==> src/rtl/cpu_pkg.sv <==
`default_nettype none
// ============================================================================
// Module      : cpu_pkg
// Description : Shared types and constants for the multicycle CPU PC and
//               exception logic (cause codes, exception FSM states, vector
//               byte addresses, EPC adjustment).
// Revision    : 1.0 - initial release
// ============================================================================
package cpu_pkg;

  // Exception cause codes as seen on exc_cause
  typedef enum logic [1:0] {
    EXC_NONE   = 2'd0,
    EXC_OPCODE = 2'd1,
    EXC_OVF    = 2'd2,
    EXC_DIV0   = 2'd3
  } exc_cause_e;

  // Exception entry sequence states
  typedef enum logic [1:0] {
    ST_IDLE = 2'd0,
    ST_REQ  = 2'd1,
    ST_WAIT = 2'd2,
    ST_LOAD = 2'd3
  } exc_state_e;

  // Byte addresses of the handler vectors
  localparam logic [31:0] VEC_OPCODE_ADDR = 32'd253;
  localparam logic [31:0] VEC_OVF_ADDR    = 32'd254;
  localparam logic [31:0] VEC_DIV0_ADDR   = 32'd255;

  // PC is already incremented at fetch, so EPC backs off by one word
  localparam logic [31:0] EPC_OFFSET_DEFAULT = 32'd4;

  // Width of the memory latency counter (latency range 1..7)
  localparam int LAT_CNT_W = 3;

endpackage : cpu_pkg
`default_nettype wire

==> src/rtl/exc_priority_enc.sv <==
`default_nettype none
// ============================================================================
// Module      : exc_priority_enc
// Description : Combinational priority encoder for the three exception
//               sources. Priority is opcode > overflow > div0. Produces the
//               cause code and the matching handler-vector byte address.
// Revision    : 1.0 - initial release
// ============================================================================
module exc_priority_enc
  import cpu_pkg::*;
#(
  parameter logic [31:0] VEC_OPCODE = VEC_OPCODE_ADDR,
  parameter logic [31:0] VEC_OVF    = VEC_OVF_ADDR,
  parameter logic [31:0] VEC_DIV0   = VEC_DIV0_ADDR
) (
  input  logic        exc_opcode,
  input  logic        exc_overflow,
  input  logic        exc_div0,
  output logic        exc_any,
  output exc_cause_e  cause,
  output logic [31:0] vec_addr
);

  // Select the highest-priority active cause and its vector address
  always_comb begin
    exc_any  = exc_opcode | exc_overflow | exc_div0;
    cause    = EXC_NONE;
    vec_addr = '0;
    if (exc_opcode) begin
      cause    = EXC_OPCODE;
      vec_addr = VEC_OPCODE;
    end else if (exc_overflow) begin
      cause    = EXC_OVF;
      vec_addr = VEC_OVF;
    end else if (exc_div0) begin
      cause    = EXC_DIV0;
      vec_addr = VEC_DIV0;
    end
  end

endmodule : exc_priority_enc
`default_nettype wire

==> src/rtl/pc_exception_unit.sv <==
`default_nettype none
// ============================================================================
// Module      : pc_exception_unit
// Description : Program counter and EPC registers of the multicycle CPU.
//               Writes the selected next-PC under control-unit enables and
//               runs the exception entry sequence: save EPC, fetch the
//               handler-vector byte after a fixed memory latency, then load
//               the zero-extended vector into the PC.
// Revision    : 1.0 - initial release
// ============================================================================
module pc_exception_unit
  import cpu_pkg::*;
#(
  parameter int unsigned MEM_LAT    = 1,   // request-to-data latency, 1..7
  parameter logic [31:0] VEC_OPCODE = VEC_OPCODE_ADDR,
  parameter logic [31:0] VEC_OVF    = VEC_OVF_ADDR,
  parameter logic [31:0] VEC_DIV0   = VEC_DIV0_ADDR,
  parameter logic [31:0] EPC_OFFSET = EPC_OFFSET_DEFAULT
) (
  input  logic        clk,
  input  logic        reset,
  input  logic [31:0] pc_next,
  input  logic        pc_write,
  input  logic        pc_write_cond,
  input  logic        branch_cond,
  input  logic        exc_opcode,
  input  logic        exc_overflow,
  input  logic        exc_div0,
  input  logic [31:0] mem_rdata,
  output logic [31:0] pc_out,
  output logic [31:0] epc_out,
  output logic [31:0] vector_out,
  output logic [31:0] exc_mem_addr,
  output logic        exc_mem_req,
  output logic        exc_busy,
  output logic [1:0]  exc_cause
);

  // Counter preload: the data arrives MEM_LAT cycles after the request
  // cycle, and WAIT itself consumes one of those cycles per count value.
  localparam logic [LAT_CNT_W-1:0] LAT_INIT = LAT_CNT_W'(MEM_LAT - 1);

  exc_state_e           state;
  exc_state_e           state_next;
  logic [LAT_CNT_W-1:0] lat_cnt;
  exc_cause_e           cause_q;

  logic        exc_any;
  exc_cause_e  enc_cause;
  logic [31:0] enc_addr;

  logic take_exc;
  logic pc_en;
  logic capture;
  logic load_vec;

  // Only the low byte of the memory word carries the vector
  logic unused_rdata_hi;
  assign unused_rdata_hi = ^mem_rdata[31:8];

  exc_priority_enc #(
    .VEC_OPCODE (VEC_OPCODE),
    .VEC_OVF    (VEC_OVF),
    .VEC_DIV0   (VEC_DIV0)
  ) u_prio (
    .exc_opcode   (exc_opcode),
    .exc_overflow (exc_overflow),
    .exc_div0     (exc_div0),
    .exc_any      (exc_any),
    .cause        (enc_cause),
    .vec_addr     (enc_addr)
  );

  assign exc_cause = cause_q;

  // Exception FSM state register
  always_ff @(posedge clk) begin
    if (reset) begin
      state <= ST_IDLE;
    end else begin
      state <= state_next;
    end
  end

  // Next-state and control decode; enables and exceptions only act in IDLE
  always_comb begin
    state_next  = state;
    exc_busy    = 1'b1;
    exc_mem_req = 1'b0;
    take_exc    = 1'b0;
    pc_en       = 1'b0;
    capture     = 1'b0;
    load_vec    = 1'b0;
    case (state)
      ST_IDLE: begin
        exc_busy = 1'b0;
        if (exc_any) begin
          take_exc   = 1'b1;
          state_next = ST_REQ;
        end else begin
          pc_en = pc_write | (pc_write_cond & branch_cond);
        end
      end
      ST_REQ: begin
        exc_mem_req = 1'b1;
        state_next  = ST_WAIT;
      end
      ST_WAIT: begin
        if (lat_cnt == '0) begin
          capture    = 1'b1;
          state_next = ST_LOAD;
        end
      end
      ST_LOAD: begin
        load_vec   = 1'b1;
        state_next = ST_IDLE;
      end
      default: begin
        state_next = ST_IDLE;
      end
    endcase
  end

  // Memory latency counter: preloaded in REQ, counts down through WAIT
  always_ff @(posedge clk) begin
    if (reset) begin
      lat_cnt <= '0;
    end else if (state == ST_REQ) begin
      lat_cnt <= LAT_INIT;
    end else if (state == ST_WAIT && lat_cnt != '0) begin
      lat_cnt <= lat_cnt - 1'b1;
    end
  end

  // PC, EPC, cause, vector and vector-address registers
  always_ff @(posedge clk) begin
    if (reset) begin
      pc_out       <= '0;
      epc_out      <= '0;
      vector_out   <= '0;
      exc_mem_addr <= '0;
      cause_q      <= EXC_NONE;
    end else begin
      if (take_exc) begin
        epc_out      <= pc_out - EPC_OFFSET;
        cause_q      <= enc_cause;
        exc_mem_addr <= enc_addr;
      end
      if (pc_en) begin
        pc_out <= pc_next;
      end
      if (capture) begin
        vector_out <= {24'b0, mem_rdata[7:0]};
      end
      if (load_vec) begin
        pc_out       <= vector_out;
        exc_mem_addr <= '0;
      end
    end
  end

endmodule : pc_exception_unit
`default_nettype wire

==> config.mk <==
export PLATFORM = sky130hd
export DESIGN_NAME = pc_exception_unit
export DESIGN_NICKNAME = d
export VERILOG_FILES = /design/src/rtl/cpu_pkg.sv /design/src/rtl/exc_priority_enc.sv /design/src/rtl/pc_exception_unit.sv
export SDC_FILE = /design/constraint.sdc
export NUM_CORES = 1
export LEC_CHECK = 0
export ABC_AREA = 0
export BUFFER_PORTS_ARGS = -buffer_cell sky130_fd_sc_hd__buf_4
export CORE_ASPECT_RATIO = 0.7
export CORE_MARGIN = 2
export CORE_UTILIZATION = 41
export CTS_CLUSTER_DIAMETER = 200
export DETAILED_ROUTE_END_ITERATION = 12
export GPL_TIMING_DRIVEN = 0
export MAX_ROUTING_LAYER = met4
export PLACE_DENSITY = 0.79
export SYNTH_ARGS = -nofsm -noshare
export SYNTH_HDL_FRONTEND = slang
export SYNTH_SLANG_ARGS = --single-unit
==> constraint.sdc <==
create_clock -name clk -period 2.1 [get_ports clk]
set_input_delay 0.42 -clock clk [delete_from_list [all_inputs] [get_ports clk]]
set_output_delay 0.42 -clock clk [all_outputs]
set_load 0.01 [all_outputs]
Word level (Yosys, flattened, before mapping)
Index checks and enable logic that the tools add are counted.

Bits in registers: 111. Bits of input ports: 72. Output and inout bits: 132.

$add $sub $neg: 2. Equality and inequality tests: 5. Multiplexer cells: 20. Bitwise operators: 4. Reduce and logical (&&, ||, !) cells: 8.

Operator list (number): two-way mux 32 bit (4); subtractor 32 x 3 -> 32 bit (second input constant) (1); two-way mux 2 bit (5); two-way mux 1 bit (9); two-way mux 8 bit (1); one-hot mux 2 bit (4 select lines) (1); == test 2 bit (second input constant) (2); != test 2 bit (second input constant) (2); OR reduction 2 bit (2); zero test 3 bit (1); bitwise OR 1 bit (3); nonzero test 3 bit (1); subtractor 3 x 1 -> 3 bit (second input constant) (1); == test 2 x 1 -> 1 bit (second input constant) (1); zero test 2 bit (1); AND reduction 2 bit (1); nonzero test 2 bit (1); AND 1 bit (1); logical AND 1 bit (1).

Longest topological paths before layout
Gate-level depths: netlist of run 1.

Depth in word-level cells: 6. Mapped depth: 9.

Modules after synthesis
Synthesis of run 1 repeated with hierarchy kept, for this count alone.

Cells, all modules: 620. Area, all modules: 5008.6 sq um.

By module, submodules not included: pc_exception_unit (times used 1, cells each 582, area each 4739.5 sq um); exc_priority_enc (times used 1, cells each 38, area each 269.0 sq um).

Least setup slack after synthesis of run 1
No wires, ideal clock.

Path type: register to register. Start: register pc_out[14]. End: register epc_out[30]. Setup time: 0.091 ns. Arrival: 1.993 ns. Required time: 2.009 ns. Setup slack: 0.017 ns. Cell stages (with the launch flop): 6. Buffers on the path: 0. Period minus slack after synthesis: 2.083 ns. Path through: dfxtp_1 -> nor4_4 -> nand3_2 -> or4b_4 -> or3_1 -> a311oi_1.

Cells in the longest elaborated chain, start to end: 1.

RTL lines: from (decl) (RTL line pc_exception_unit.sv:30) `output logic [31:0] pc_out,`; from (signal assigned) (RTL line pc_exception_unit.sv:150) `pc_out <= pc_next;`; from (signal assigned) (RTL line pc_exception_unit.sv:156) `pc_out <= vector_out;`; subtractor 32 x 3 -> 32 bit (RTL line pc_exception_unit.sv:145) `epc_out <= pc_out - EPC_OFFSET;`; to (signal assigned) (RTL line pc_exception_unit.sv:145); to (decl) (RTL line pc_exception_unit.sv:31) `output logic [31:0] epc_out,`.

No other way between the ends. A chain may end at the register's enable or synchronous reset.

Worst setup path in the final report of run 1
Start: register pc_out[15]. End: register epc_out[31].

Same word-level chain as after synthesis.

==> flow_metrics.env, run 1 <==
export IMPL_setup_viol=1
export IMPL_synth_area_per_cell_um2=8.14
export IMPL_overflow=0
export IMPL_critPathMaxFanout=6
export IMPL_min_period_ns=2.11
export IMPL_worstSetupEndpoint="epc_out[31]$_SDFFE_PP0P_"
export IMPL_worstSkewPairLatency_ns=0.34
export IMPL_drc=0
export IMPL_place_congestion=0.834
export IMPL_layout_common_cells="194 x buf_4, 88 x nand2_1, 76 x dfxtp_1, 51 x nor2_1, 48 x conb_1"
export IMPL_port_buffer_count=130
export IMPL_hold_depth=3
export IMPL_die_w_um=122
export IMPL_fillers=891
export IMPL_ios=204
export IMPL_setup_ws_ns=-0.00987
export IMPL_crit_chain="nor4_4, nand3_2, or4b_4, or3_1, a311oi_1"
export IMPL_ir_drop_mv=0.658
export IMPL_first_pass_iters=4
export IMPL_cp_slowest_cell="or4b_4"
export IMPL_violations="negative setup slack"
export IMPL_fin_area_um2=5850
export IMPL_top_usage_layer="met2"
export IMPL_arrival_ns=2.36
export IMPL_utilization_pct=60.8
export IMPL_die_h_um=86.8
export IMPL_diodes=0
export IMPL_antenna_found_initial=0
export IMPL_critPathKind="reg -> reg"
export IMPL_clockRootBuffer="clkbuf_16"
export IMPL_ant_nets=0
export IMPL_synth_seq_cells=82
export IMPL_drive_above_1_share_pct=35.3
export IMPL_seq_area_frac_synth_pct=40.8
export IMPL_ctsHoldBuffers=0
export IMPL_path_clk_slew_ns=0.06
export IMPL_relSlewSlack_pct=61.9
export IMPL_coreArea_um2=9610
export IMPL_cts_tree="yes"
export IMPL_status="finished with violations"
export IMPL_rrSetupSlack_ns=-0.01
export IMPL_ys_types=39
export IMPL_syn_area_um2=4020
export IMPL_grtUsageMet2_pct=35.7
export IMPL_p_leak_nw=2.76
export IMPL_final_seq_area_um2=1660
export IMPL_syn_inst=494
export IMPL_yosys_warnings=0
export IMPL_rsz0062_at_grt="true"
export IMPL_start_util_pct=41.8
export IMPL_r2r_start="pc_out[15]$_SDFFE_PP0P_"
export IMPL_h_tree_depth=3
export IMPL_clock_tree_buffer_depth=2
export IMPL_max_cap_violations=0
export IMPL_wire_per_inst_um=14.5
export IMPL_place_area_um2=5330
export IMPL_worst_slew_pin_slew_ns=0.572
export IMPL_period_share_pct=100
export IMPL_wl_um=11900
export IMPL_max_clock_freq_mhz=474
export IMPL_first_iter_violations=243
export IMPL_cp_required_ns=2.35
export IMPL_pwr_density_cell_nw_per_um2=1150
export IMPL_grt_pass1_wl_um=18100
export IMPL_place_hpwl_um=8940
export IMPL_hold_viol=0
export IMPL_layout_commonest_cell="buf_4"
export IMPL_grt_total_usage_pct=22.9
export IMPL_finalMaxSlewViolations=0
export IMPL_clock_skew_ns=0.00569
export IMPL_num_nets_final=769
export IMPL_via_count=3946
export IMPL_multiInputGateArea_um2=2130
export IMPL_ff2ff_path_depth=5
export IMPL_rows=30
export IMPL_clock_sinks=82
export IMPL_max_stage_delay_ns=0.53
export IMPL_startpoint_type="flip-flop"
export IMPL_crit_path_start="pc_out[15]$_SDFFE_PP0P_"
export IMPL_grt_max_degree=13
export IMPL_min_path_type="in -> reg"
export IMPL_numCtsBuffers=9
export IMPL_viasPerCell=4.80
export IMPL_grt_pass1_vias=3691
export IMPL_area_growth_synth_to_final_pct=45.5
export IMPL_end_kind="flip-flop"
export IMPL_grt_met3_usage_pct=5.86
export IMPL_grt_met1_usage_pct=29.1
export IMPL_die_area_um2=10600
export IMPL_r2r_end="epc_out[31]$_SDFFE_PP0P_"
Yosys cell counts, drive strengths merged:
| library cell | count | area [µm²] |
|---|---|---|
| nand2 | 88 | 330 |
| dfxtp | 82 | 1640 |
| buf | 55 | 413 |
| nor2 | 52 | 195 |
| a21oi | 37 | 185 |
| clkbuf | 23 | 86.3 |
| nor3 | 21 | 110 |
| a211oi | 18 | 135 |
| xnor2 | 18 | 158 |
| inv | 12 | 45.0 |
| nor4 | 12 | 111 |
| o21ai | 11 | 55.1 |
| mux2i | 9 | 90.1 |
| a21o | 8 | 60.1 |
| ha | 7 | 87.6 |
| or3 | 7 | 46.3 |
| a311oi | 6 | 52.6 |
| nand2b | 4 | 25.0 |
| or4 | 4 | 37.5 |
| xor2 | 4 | 35.0 |
| nand3 | 3 | 20.0 |
| nand4 | 3 | 18.8 |
| a21boi | 2 | 15.0 |
| a221oi | 2 | 17.5 |
| a2111oi | 1 | 8.76 |
| conb | 1 | 3.75 |
| nand4b | 1 | 8.76 |
| nor2b | 1 | 6.26 |
| or2 | 1 | 6.26 |
| or4b | 1 | 13.8 |
worst max-delay path: cells and delay by family, from the launching register on:
family           cells  cell delay, ns
flip-flops           1            0.37
AO/OA/AOI/OAI        1            0.24
AND/OR/NAND/NOR      4            1.41
sequential cells by signal, summed over array words and instances (netlist names):
signal,count
pc_out,32
lat_cnt,3
exc_mem_addr,3
state,2
vector_out,8
exc_cause,2
epc_out,32
repair_timing:
item / CTS / global route
pin swaps: 14 / 6
setup endpoints to repair: 59 / 51
buffers inserted: 8 / 2
resized for setup: 35 / 13
worst min-delay path by stage:
stage                                  start                         end
finish                          mem_rdata[5]  vector_out[5]$_SDFFE_PP0P_
global route                    mem_rdata[4]  vector_out[4]$_SDFFE_PP0P_
detailed placement  epc_out[27]$_SDFFE_PP0P_    epc_out[27]$_SDFFE_PP0P_
global placement    epc_out[27]$_SDFFE_PP0P_    epc_out[27]$_SDFFE_PP0P_
floorplan           epc_out[27]$_SDFFE_PP0P_    epc_out[27]$_SDFFE_PP0P_
CTS                             mem_rdata[3]  vector_out[3]$_SDFFE_PP0P_
layer usage:
layer  share of wire [%]  wire length (µm)
met1                  44              5210
met3                 8.0               954
met4                0.76                91
met2                  47              5640
met5                   0                 0
report_power, final:
part           internal, mW  leakage (nW)  switching, mW
registers              1.93         0.676          0.270
logic                  1.39          1.94           1.56
clock network         0.944         0.142          0.617
final cells by class:
class / count / area share, %
sequential: 82 / 28.3
timing repair buffer: 140 / 18.0
buffer: 76 / 8.88
clock inverter: 3 / 0.685
multi-input combinational: 369 / 36.4
inverter: 12 / 0.771
clock buffer: 12 / 4.22
tap: 128 / 2.74
stage by stage:
stage,std cells,power (mW),hold WS [ns],worst slack (ns),setup TNS [ns]
floorplan,541,3.80,0.470,0.0165,0
global placement,799,4.84,0.439,-0.698,-17.56
detailed placement,799,4.93,0.438,-0.859,-20.87
CTS,820,6.67,0.305,0.00342,0
global route,822,7.08,0.318,-0.0897,-0.116
finish,822,6.72,0.311,-0.00987,-0.00987
kinds of logic after synthesis:
logic type	share of synthesized area, %
xor+xnor	4.79
other cells	0.0933
fa+ha+maj	2.18
compound gates	13.2
buf+inv	13.5
flops	40.8
mux	2.24
simple gates	23.1
Power figures use the tool's default switching activity.
==> inputs of run 2 (changes only) <==
- BUFFER_PORTS_ARGS: -buffer_cell sky130_fd_sc_hd__buf_4 -> -buffer_cell sky130_fd_sc_hd__buf_2
- RECOVER_POWER: default -> 100
==> run 2 against run 1 <==
The flow now finishes without violations; count of clock-buffer cells in the layout unchanged; worst hold slack worse by 0.0036 ns; critical endpoint is now epc_out[30]$_SDFFE_PP0P_; utilization is 3.1 points lower; combinational power fell by 9.8%; global-route usage shrank 0.22 points.
==> flow_metrics.env, run 2 (synthesized netlist as in run 1, its figures left out) <==
export IMPL_status="complete, no violations"
export IMPL_place_area_um2=5010
export IMPL_place_hpwl_um=8780
export IMPL_ios=204
export IMPL_finalMaxSlewViolations=0
export IMPL_clockRootBuffer="clkbuf_16"
export IMPL_fin_area_um2=5550
export IMPL_critPathTopFamily="simple AND/OR/NAND/NOR gates"
export IMPL_antenna_found_initial=0
export IMPL_viasPerCell=4.80
export IMPL_max_cap_violations=0
export IMPL_cts_tree="yes"
export IMPL_grt_pass1_wl_um=18100
export IMPL_min_path_type="in -> reg"
export IMPL_wl_um=11800
export IMPL_cp_slowest_cell="or4b_4"
export IMPL_worstSkewPairLatency_ns=0.34
export IMPL_final_seq_area_um2=1660
export IMPL_relSlewSlack_pct=61.7
export IMPL_clock_sinks=82
export IMPL_arrival_ns=2.33
export IMPL_pwr_density_cell_nw_per_um2=1190
export IMPL_switching_power_mw=2.46
export IMPL_area_growth_synth_to_final_pct=38.0
export IMPL_first_pass_iters=5
export IMPL_diodes=0
export IMPL_drive_above_1_share_pct=28.5
export IMPL_rows=30
export IMPL_coreArea_um2=9610
export IMPL_end_kind="flip-flop"
export IMPL_crit_chain="nor4_4, nand3_2, or4b_4, or3_1, a311oi_2"
export IMPL_critPathKind="reg -> reg"
export IMPL_layout_common_cells="88 x nand2_1, 76 x buf_2, 76 x dfxtp_1, 69 x clkbuf_1, 68 x buf_4"
export IMPL_period_share_pct=98.9
export IMPL_setup_viol=0
export IMPL_worst_slew_pin_slew_ns=0.574
export IMPL_utilization_pct=57.7
export IMPL_power_clock_fraction_pct=26.7
export IMPL_via_count=3968
export IMPL_overflow=0
export IMPL_max_stage_delay_ns=0.53
export IMPL_place_congestion=0.825
export IMPL_fin_setup_tns_ns=0
export IMPL_ir_drop_mv=0.571
export IMPL_cp_required_ns=2.36
export IMPL_grt_pass1_vias=3620
export IMPL_clock_skew_ns=0.00791
export IMPL_h_tree_depth=3
export IMPL_crit_buf_inv=0
export IMPL_top_regs="epc_out (32), pc_out (32), vector_out (8)"
export IMPL_path_clk_slew_ns=0.06
export IMPL_startpoint_type="flip-flop"
export IMPL_first_iter_violations=176
export IMPL_grt_total_usage_pct=22.6
export IMPL_pwr_share_seq_pct=33.0
export IMPL_clock_tree_buffer_depth=2
export IMPL_p_leak_nw=2.54
export IMPL_num_nets_final=773
export IMPL_start_util_pct=41.8
export IMPL_p_int_mw=4.17
export IMPL_ctsHoldBuffers=0
export IMPL_wire_per_inst_um=14.3
export IMPL_rsz0062_at_grt="true"
export IMPL_fillers=940
export IMPL_combPwrFrac_pct=40.3
export IMPL_hold_viol=0
export IMPL_multiInputGateArea_um2=2140
export IMPL_die_h_um=86.8
export IMPL_die_w_um=122
export IMPL_drc=0
export IMPL_die_area_um2=10600
export IMPL_critPathMaxFanout=4
export IMPL_numCtsBuffers=9
export IMPL_grt_max_degree=14
export IMPL_p_sw_share_pct=37.1
export IMPL_port_buffer_count=130
export IMPL_min_period_ns=2.08
export IMPL_layout_commonest_cell="nand2_1"
export IMPL_max_clock_freq_mhz=482
export IMPL_ant_nets=0
==> run 2: power by group through the flow <==
| stage | logic [mW] | clock network [mW] | registers [mW] |
|---|---|---|---|
| final | 2.67 | 1.77 | 2.19 |
| after global routing | 2.92 | 1.86 | 2.23 |
| after CTS | 2.65 | 1.79 | 2.17 |
| after detailed placement | 2.48 | 0 | 2.19 |
| after global placement | 2.41 | 0 | 2.17 |
| after floorplan | 1.46 | 0 | 2.34 |
==> run 2: final cells by class <==
type	count	share of cell area, %
flip-flops and latches	82	29.9
inverters	12	0.812
clock inverters	4	1.31
plain buffers	75	9.14
repair buffers	145	12.6
well taps	128	2.89
multi-input cells	369	38.6
clock buffers	12	4.81
==> run 2: repair_timing <==
item / 4_1_cts / 5_1_grt
hold endpoints to repair: 0 / 0
buffers inserted: 7 / 9
gates resized for setup: 37 / 12
setup endpoints to repair: 55 / 56
pin swaps: 13 / 11
==> run 2: worst reg2reg max path, delay by kind of cell, from the launching register on <==
kind | cells | cell delay (ns)
flip-flops | 1 | 0.36
AND/OR/NAND/NOR | 4 | 1.42
AO/OA/AOI/OAI | 1 | 0.23
==> run 2: path summary, 6_finish.rpt <==
kind	start	endpoint	slack [ns]	cells after the start
hold / removal	pc_next[15]	pc_out[15]$_SDFFE_PP0P_	0.31	3
setup reg to reg	pc_out[17]$_SDFFE_PP0P_	epc_out[30]$_SDFFE_PP0P_	0.02	5
setup / recovery	pc_out[17]$_SDFFE_PP0P_	epc_out[30]$_SDFFE_PP0P_	0.02	5
hold reg to reg	epc_out[23]$_SDFFE_PP0P_	epc_out[23]$_SDFFE_PP0P_	0.45	2
==> run 2: per-stage QoR <==
| stage | hold slack (ns) | setup WS (ns) | std cells | power, mW |
|---|---|---|---|---|
| global route | 0.308 | -0.0510 | 827 | 7.01 |
| CTS | 0.303 | -0.0111 | 820 | 6.61 |
| detailed placement | 0.441 | -0.789 | 799 | 4.67 |
| floorplan | 0.470 | 0.0165 | 541 | 3.80 |
| global placement | 0.435 | -0.711 | 799 | 4.58 |
| finish | 0.307 | 0.0238 | 827 | 6.62 |
==> run 2: per-layer routing <==
| metal | vias to the layer above | track usage [%] | part of all wire, % |
|---|---|---|---|
| li1 | 1968 | - | - |
| met1 | 1862 | 30.1 | 45 |
| met2 | 128 | 35.2 | 47 |
| met3 | 10 | 5.46 | 7.5 |
| met4 | 0 | 4.81 | 0.68 |
| met5 | - | - | 0 |
==> inputs of run 3 (changes only) <==
==> constraint.sdc (replaced) <==
create_clock -name clk -period 2.1 [get_ports clk]
set_input_delay 0.105 -clock clk [delete_from_list [all_inputs] [get_ports clk]]
set_output_delay 0.105 -clock clk [all_outputs]
set_load 0.01 [all_outputs]
==> run 3 against run 2 <==
The flow now finishes with violations (negative setup slack); wire length increased by 2.1%; worst setup slack got worse by 0.038 ns; count of clock-buffer cells in the layout did not move; clock power about the same; non-clock buffer count up 12; clock skew down 0.0018 ns; fmax shrank 1.8%; sequential share of layout area is 0.65 points lower; design area grew 2.4%; critical path depth is the same; final cell count up 1.5%; largest cell class unchanged; largest power group unchanged.
==> flow_metrics.env, run 3 (synthesized netlist as in run 1, its figures left out) <==
export IMPL_status="finished with violations"
export IMPL_violations="negative setup slack"
export IMPL_wl_um=12100
export IMPL_max_clock_freq_mhz=473
export IMPL_switching_power_mw=2.47
export IMPL_grt_max_degree=14
export IMPL_grt_pass1_wl_um=18500
export IMPL_min_period_ns=2.11
export IMPL_final_cells=839
export IMPL_area_growth_synth_to_final_pct=41.3
export IMPL_finalMaxSlewViolations=0
export IMPL_max_cap_violations=0
export IMPL_clock_tree_buffer_depth=2
export IMPL_viasPerCell=4.82
export IMPL_first_iter_violations=167
export IMPL_drive_above_1_share_pct=28.4
export IMPL_dp_cells=799
export IMPL_port_buffer_count=130
export IMPL_clockRootBuffer="clkbuf_16"
export IMPL_die_h_um=86.8
export IMPL_combPwrFrac_pct=40.8
export IMPL_p_int_mw=4.20
export IMPL_critPathMaxFanout=4
export IMPL_diodes=0
export IMPL_place_congestion=0.825
export IMPL_place_hpwl_um=8780
export IMPL_arrival_ns=2.37
export IMPL_antenna_found_initial=0
export IMPL_rows=30
export IMPL_place_area_um2=5010
export IMPL_grt_pass1_vias=3721
export IMPL_via_count=4042
export IMPL_rsz0062_at_grt="true"
export IMPL_ant_nets=0
export IMPL_utilization_pct=59.1
export IMPL_top_regs="epc_out (32), pc_out (32), vector_out (8)"
export IMPL_layout_common_cells="88 x nand2_1, 76 x dfxtp_1, 75 x buf_2, 69 x clkbuf_1, 69 x buf_4"
export IMPL_worstSkewPairLatency_ns=0.34
export IMPL_min_path_type="in -> reg"
export IMPL_drc=0
export IMPL_ir_drop_mv=0.569
export IMPL_period_share_pct=101
export IMPL_clock_sinks=82
export IMPL_numCtsBuffers=9
export IMPL_critPathKind="reg -> reg"
export IMPL_coreArea_um2=9610
export IMPL_p_sw_share_pct=37.0
export IMPL_layout_commonest_cell="nand2_1"
export IMPL_worst_slew_pin_slew_ns=0.605
export IMPL_pwr_density_cell_nw_per_um2=1180
export IMPL_fillers=929
export IMPL_ios=204
export IMPL_clock_skew_ns=0.00611
export IMPL_hold_viol=0
export IMPL_setup_ws_ns=-0.0145
export IMPL_grt_total_usage_pct=23.1
export IMPL_cts_tree="yes"
export IMPL_ff2ff_path_depth=5
export IMPL_power_clock_fraction_pct=26.4
export IMPL_start_util_pct=41.8
export IMPL_pwr_share_seq_pct=32.8
export IMPL_die_w_um=122
export IMPL_cp_required_ns=2.35
export IMPL_setup_viol=1
export IMPL_path_clk_slew_ns=0.06
export IMPL_relSlewSlack_pct=59.7
export IMPL_wire_per_inst_um=14.4
export IMPL_first_pass_iters=5
export IMPL_hold_depth=3
export IMPL_overflow=0
export IMPL_startpoint_type="flip-flop"
export IMPL_p_leak_nw=2.59
export IMPL_total_power_mw=6.67
export IMPL_die_area_um2=10600
export IMPL_num_nets_final=785
export IMPL_fin_area_um2=5680
export IMPL_end_kind="flip-flop"
export IMPL_h_tree_depth=3
## run 3: per-layer routing
layer  vias up  routed length (µm)  track usage (%)
met5         -                   0                -
met4         0                  98             5.22
met3        11                 994             5.46
met2       156                5710             36.4
met1      1878                5260             30.2
li1       1997                   -                -
## run 3: final timing paths
path,start,endpoint,slack (ns)
worst max-delay path,pc_out[15]$_SDFFE_PP0P_,epc_out[31]$_SDFFE_PP0P_,-0.01
worst min-delay path,pc_next[13],pc_out[13]$_SDFFE_PP0P_,0.004
worst max register to register,pc_out[15]$_SDFFE_PP0P_,epc_out[31]$_SDFFE_PP0P_,-0.01
worst min register to register,epc_out[23]$_SDFFE_PP0P_,epc_out[23]$_SDFFE_PP0P_,0.45
## run 3: what timing repair did
action	CTS	global route
hold buffers	11	0
endpoints found under the hold margin	11	0
pin swaps	13	11
resized for setup	37	17
buffers inserted	7	9
endpoints found under the setup margin	55	56
## run 3: layout make-up
cell class              count  area [µm²]  area share, %
multi-input cells         369        2150           37.9
flip-flops and latches     82        1660           29.2
repair buffers            157         815           14.3
plain buffers              75         508           8.95
clock buffers              12         267           4.69
well taps                 128         160           2.82
clock inverters             4        72.6           1.28
inverters                  12        45.0          0.793
## run 3: power by group through the flow
stage / combinational (mW) / sequential (mW) / clock, mW
after detailed placement: 2.48 / 2.19 / 0
after CTS: 2.67 / 2.17 / 1.79
after global routing: 2.98 / 2.23 / 1.85
after floorplan: 1.46 / 2.34 / 0
final: 2.72 / 2.19 / 1.76
after global placement: 2.41 / 2.17 / 0
## run 3: metrics by stage
stage	hold slack, ns	TNS (ns)	worst slack [ns]
final	0.00402	-0.0145	-0.0145
after floorplan	0.216	0	0.0165
after global placement	0.338	-17.75	-0.711
after CTS	0.00168	-0.0111	-0.0111
after global routing	0.00949	-0.196	-0.0629
after detailed placement	0.353	-20.38	-0.789
## run 3: worst max-delay path, cell delays in order, from the launching register on
cell	delay (ns)
dfxtp_4	0.35
nor4_4	0.38
nand3_2	0.13
or4b_4	0.57
or3_1	0.36
a311oi_1	0.24
